<file path="src/rtl/uart_arb_pkg.sv">
// Shared definitions for the UART transmit arbiter: FSM state encodings,
// default parameter values and a small index-wrap helper.
package uart_arb_pkg;

    typedef enum logic [1:0] {
        ST_ARB   = 2'd0,
        ST_START = 2'd1,
        ST_GUARD = 2'd2,
        ST_DRAIN = 2'd3
    } arb_state_t;

    localparam int DEFAULT_NUM_REQ      = 3;
    localparam int DEFAULT_LOCK_TIMEOUT = 1023;

    // Next requester index, wrapping at n (n is at most 4).
    function automatic logic [1:0] wrap_inc(input logic [1:0] idx, input int n);
        return (int'(idx) + 1 >= n) ? 2'd0 : idx + 2'd1;
    endfunction

endpackage

</file>
<file path="src/rtl/uart_rr_pick.sv">
// Combinational round-robin picker: returns the first set bit of mask
// found by scanning upward from start, wrapping at NUM_REQ.
module uart_rr_pick
    import uart_arb_pkg::*;
#(
    parameter int NUM_REQ = DEFAULT_NUM_REQ
) (
    input  logic [NUM_REQ-1:0] mask,
    input  logic [1:0]         start,
    output logic [1:0]         idx,
    output logic               found
);

    logic [1:0] cand;

    // Scan all requesters once, starting at the start index, and keep the first hit.
    always_comb begin
        // NOTE: every variable written here gets a value before any branch, so no latch is inferred.
        idx   = start;
        found = 1'b0;
        cand  = start;
        for (int k = 0; k < NUM_REQ; k++) begin
            if (!found && mask[cand]) begin
                found = 1'b1;
                idx   = cand;
            end
            cand = wrap_inc(cand, NUM_REQ);
        end
    end

endmodule

</file>
<file path="src/rtl/uart_tx_arb.sv">
// Round-robin arbiter feeding byte streams from NUM_REQ requesters into one
// UART transmitter, with per-message locking on req_last.
// Optional feature: define UART_TX_ARB_TIMEOUT_EN to release a lock after
// LOCK_TIMEOUT consecutive idle ARB cycles; without it the lock is held
// until a last byte is accepted.
module uart_tx_arb
    import uart_arb_pkg::*;
#(
    parameter int NUM_REQ      = DEFAULT_NUM_REQ,
    parameter int LOCK_TIMEOUT = DEFAULT_LOCK_TIMEOUT
) (
    input  logic                 clk,
    input  logic                 rst,
    input  logic [NUM_REQ-1:0]   req_valid,
    input  logic [8*NUM_REQ-1:0] req_data,
    input  logic [NUM_REQ-1:0]   req_last,
    output logic [NUM_REQ-1:0]   req_accept,
    output logic                 tx_start,
    output logic [7:0]           tx_data,
    input  logic                 tx_busy,
    output logic [1:0]           grant_id,
    output logic                 locked
);

    arb_state_t         state;
    arb_state_t         state_next;
    logic               grant_go;
    logic               last_q;
    logic [1:0]         rr_ptr;
    logic [NUM_REQ-1:0] grant_mask;
    logic [NUM_REQ-1:0] pick_mask;
    logic [1:0]         pick_start;
    logic [1:0]         pick_idx;
    logic               pick_found;
    logic [7:0]         pick_data;
    logic               pick_last;
    logic               lock_expire;

    // While locked only the holder may win, and the scan starts at the holder.
    assign grant_mask = NUM_REQ'(1) << grant_id;
    assign pick_mask  = locked ? (req_valid & grant_mask) : req_valid;
    assign pick_start = locked ? grant_id : rr_ptr;

    uart_rr_pick #(.NUM_REQ(NUM_REQ)) u_pick (
        .mask  (pick_mask),
        .start (pick_start),
        .idx   (pick_idx),
        .found (pick_found)
    );

    // Select the byte and last flag of the requester the picker chose.
    always_comb begin
        pick_data = '0;
        pick_last = 1'b0;
        for (int i = 0; i < NUM_REQ; i++) begin
            if (pick_idx == 2'(i)) begin
                pick_data = req_data[8*i +: 8];
                pick_last = req_last[i];
            end
        end
    end

    // The accept pulse coincides with tx_start and goes only to the granted requester.
    assign tx_start   = (state == ST_START);
    assign req_accept = tx_start ? grant_mask : '0;

    // Next-state logic: grant in ARB, fixed START/GUARD cycles, wait out tx_busy in DRAIN.
    always_comb begin
        state_next = state;
        grant_go   = 1'b0;
        case (state)
            ST_ARB: begin
                if (!tx_busy && pick_found) begin
                    grant_go   = 1'b1;
                    state_next = ST_START;
                end
            end
            ST_START: state_next = ST_GUARD;
            ST_GUARD: state_next = ST_DRAIN;
            ST_DRAIN: if (!tx_busy) state_next = ST_ARB;
            default:  state_next = ST_ARB;
        endcase
    end

    // State register; reset drops any byte in flight back to ARB.
    always_ff @(posedge clk) begin
        // NOTE: clocked state uses non-blocking assignments so every register samples pre-edge values.
        if (rst) state <= ST_ARB;
        else     state <= state_next;
    end

    // Latch the granted byte, grant and pointer on the grant cycle; track the message lock.
    always_ff @(posedge clk) begin
        if (rst) begin
            tx_data  <= 8'h00;
            grant_id <= 2'd0;
            last_q   <= 1'b0;
            rr_ptr   <= 2'd0;
            locked   <= 1'b0;
        end else begin
            if (grant_go) begin
                tx_data  <= pick_data;
                grant_id <= pick_idx;
                last_q   <= pick_last;
                rr_ptr   <= wrap_inc(pick_idx, NUM_REQ);
            end
            if (state == ST_START)
                locked <= ~last_q;
            else if (lock_expire)
                locked <= 1'b0;
        end
    end

`ifdef UART_TX_ARB_TIMEOUT_EN
    localparam int CNT_W = $clog2(LOCK_TIMEOUT + 1);

    logic [CNT_W-1:0] idle_cnt;
    logic             idle_cycle;

    assign idle_cycle  = (state == ST_ARB) && locked && !(|(req_valid & grant_mask));
    assign lock_expire = idle_cycle && (idle_cnt == CNT_W'(LOCK_TIMEOUT - 1));

    // Count consecutive locked ARB cycles with the holder idle; clear on accept or activity.
    always_ff @(posedge clk) begin
        if (rst || state == ST_START || lock_expire)
            idle_cnt <= '0;
        else if (idle_cycle)
            idle_cnt <= idle_cnt + CNT_W'(1);
        else if (state == ST_ARB)
            idle_cnt <= '0;
    end
`else
    assign lock_expire = 1'b0;
`endif

endmodule

</file>
<file path="config.mk">
export PLATFORM = sky130hd
export DESIGN_NAME = uart_tx_arb
export DESIGN_NICKNAME = d
export VERILOG_FILES = /design/src/rtl/uart_arb_pkg.sv /design/src/rtl/uart_rr_pick.sv /design/src/rtl/uart_tx_arb.sv
export SDC_FILE = /design/constraint.sdc
export NUM_CORES = 1
export LEC_CHECK = 0
export ABC_AREA = 1
export ABC_CLOCK_PERIOD_IN_PS = 4300
export CAP_MARGIN = 10
export CELL_PAD_IN_SITES_DETAIL_PLACEMENT = 0
export CELL_PAD_IN_SITES_GLOBAL_PLACEMENT = 1
export CORE_MARGIN = 1.5
export CORE_UTILIZATION = 31
export CTS_CLUSTER_SIZE = 10
export DETAILED_ROUTE_END_ITERATION = 12
export MAX_ROUTING_LAYER = met4
export PLACE_DENSITY = 0.94
export SLEW_MARGIN = 20
export SYNTH_ARGS = -nofsm -noshare
export SYNTH_HDL_FRONTEND = slang
export SYNTH_SLANG_ARGS = --single-unit
</file>
<file path="constraint.sdc">
create_clock -name clk -period 4.3 [get_ports clk]
set_input_delay 0.43 -clock clk [delete_from_list [all_inputs] [get_ports clk]]
set_output_delay 0.43 -clock clk [all_outputs]
set_load 0.02 [all_outputs]
</file>
==> results.yml <==
run_status:
  run_status: "finished clean"
floorplan:
  start_util_pct: 33.3
  std_cell_rows: 22
  die_h_um: 66.7
  die_width_um: 66.7
  io_pins: 48
  core-area_sq_um: 3770
  dieArea_sq_um: 4450
yosys:
  yosys.area.top_type_share_pct: 25.5
  synth.area.top_cells: "dfxtp_1 (25%), nand2_1 (24%), nand3_1 (8.4%)"
  avgSynthCellArea_sq_um: 6.02
  syn_inst: 209
  synthesis.nets: 247
  synth.distinct_cells: 21
  ys_seq_area_share_pct: 25.5
  synth_top_area_cell: "dfxtp_1"
  yosys_warnings: 0
  syn_area_sq_um: 1260
  ys_ff_latch: 16
routing:
  vias: 1364
  drtAntennaViolNets: 0
  wl_per_cell_um: 10.0
  routed_wl_um: 3070
  post-route-drc-count: 0
  viasPerCell: 4.47
  dr.first_iter.drc_count: 56
  drt_pass1_iterations: 4
place:
  dp_cells: 301
  pre_cts_slack_ps: 1320
  io_buffer_count: 47
  gp_congestion: 0.811
  place_hpwl_um: 2450
  place_area_sq_um: 1770
clock_network:
  clockBufferDepth: 2
  post_cts_resized: 0
  cts_buffers: 3
  htree_levels: 1
  cts_num_sinks: 16
  cts_root_buf: "clkbuf_8"
  cts_tree: "done"
  clk_latency_ps: 240
  cts_setup_buffers: 0
  clk_pin_slew_ps: 60
  cts_hold_buf: 0
grt:
  grt_max_degree: 23
  track_usage_pct: 16.1
  grt-ovfl-total: 0
  grt_pass1_wl_um: 5570
  grt_pass1_vias: 1362
  antenna_found_initial: 0
worst_setup_path:
  critPathMaxFanout: 22
  cp.arrival_ps: 2880
  crit_type: "register to register"
  start_kind: "register"
  critPathCaptureType: "register"
  critical_path_required_ps: 4420
timing:
  worst_pin_slew_ps: 762
  finalSetupViolCount: 0
  worst_clock_skew_ps: 1.96
  fin_ws_ps: 1540
  fin_crit_sh_pct: 64.3
  hold_viol_final: 0
  fin_crit_ps: 2760
  drv_slew: 0
  slew_headroom_pct: 49.1
  rsz0062_at_grt: "no"
  max_freq_mhz: 362
  setup_tns_ps: 0
layout:
  layoutNonFillerInstCount: 305
  nets: 296
  area_delta_synth_final_pct: 45.3
  antennaDiodeCount: 0
  fin_area_sq_um: 1830
  drive_above_1_share_pct: 10.9
job:
  cap_viol_max_count: 0
pwr:
  vdd_drop_max_v: 0.000454
  p_leak_nw: 0.848
  p_total_w: 0.00152
  powerDensity_nw_per_um2: 834
worst_hold_path:
  worstHoldPathType: "register to register"
## report_power, final
group / switching, W / internal (W) / total (W) / leakage (nW)
sequential: 0.0000493 / 0.000203 / 0.000253 / 0.131
combinational: 0.000738 / 0.000404 / 0.00114 / 0.688
clock: 0.0000481 / 0.0000811 / 0.000129 / 0.0288
## logic make-up (layout without fill, tap and decap cells)
group / count (synthesis) / count (layout) / synth area share (%)
AOI/OAI and AO/OA: 22 / 22 / 9.95
adders and majority gates: 5 / 5 / 4.98
buffers and inverters: 30 / 78 / 9.35
DFF: 16 / 16 / 25.5
and+or+nand+nor: 136 / 136 / 50.2
## through the flow
stage	hold WS, ps	util [%]
floorplan	401	-
global placement	410	47.0
detailed placement	427	47.0
CTS	438	48.4
global route	463	48.4
finish	431	48.4
## synthesized netlist by cell type, drive strengths merged
cell    number
a21oi       14
buf          2
clkbuf       1
dfxtp       16
ha           5
inv         27
nand2       90
nand3       23
nor2        21
nor2b        1
nor3         1
o21ai        8
## cells in the final DEF (no fill, tap or decap), types with 3 or more instances in the layout
cell type and n:
dfxtp_1 16, clkbuf_8 4, a21oi_2 4, ha_1 5, nor2_1 16, nand3_1 21
inv_1 25, o21ai_0 8, nand2_4 3, clkdlybuf4s50_1 47, a21oi_1 10, nand2_2 8
nand2_1 79
## flip-flops by register name, summed over array words and instances, names as in the netlist
signal / count
state: 2
tx_data: 8
locked: 1
grant_id: 2
last_q: 1
rr_ptr: 2
## path summary, 6_finish.rpt
kind	startpoint	to	slack, ps	depth (start not counted)
worst max-delay path	locked	tx_data[3]	1540	15
worst min-delay path	last_q	locked	430	1
worst max register to register	locked	tx_data[3]	1540	15
worst min register to register	last_q	locked	430	1
## worst max-delay path, cell delays in order, from the launching register on
cell	delay, ps
dfxtp_1	490
nand2_2	150
nand2_4	150
inv_2	70
nand2_1	120
nor2_1	50
nor2_1	170
inv_1	60
nand3_1	60
nand2_1	90
nor2_2	590
inv_1	320
nand2_1	130
nand2_1	60
inv_1	60
a21oi_2	50
## layer usage
metal	vias to the layer above	part of all wire, %	global-route usage [%]
met5	-	0	-
met3	2	4.7	1.52
li1	741	-	-
met1	580	49	20.0
met2	41	46	27.5
met4	0	0.59	4.85
## final cells by class
type	instances	area [sq um]
clock buffer	4	55.1
fill	392	1940
inverter	27	101
multi-input combinational	163	820
sequential	16	320
tap	48	60.1
timing repair buffer	47	470
(Power assumes the default switching activity.)
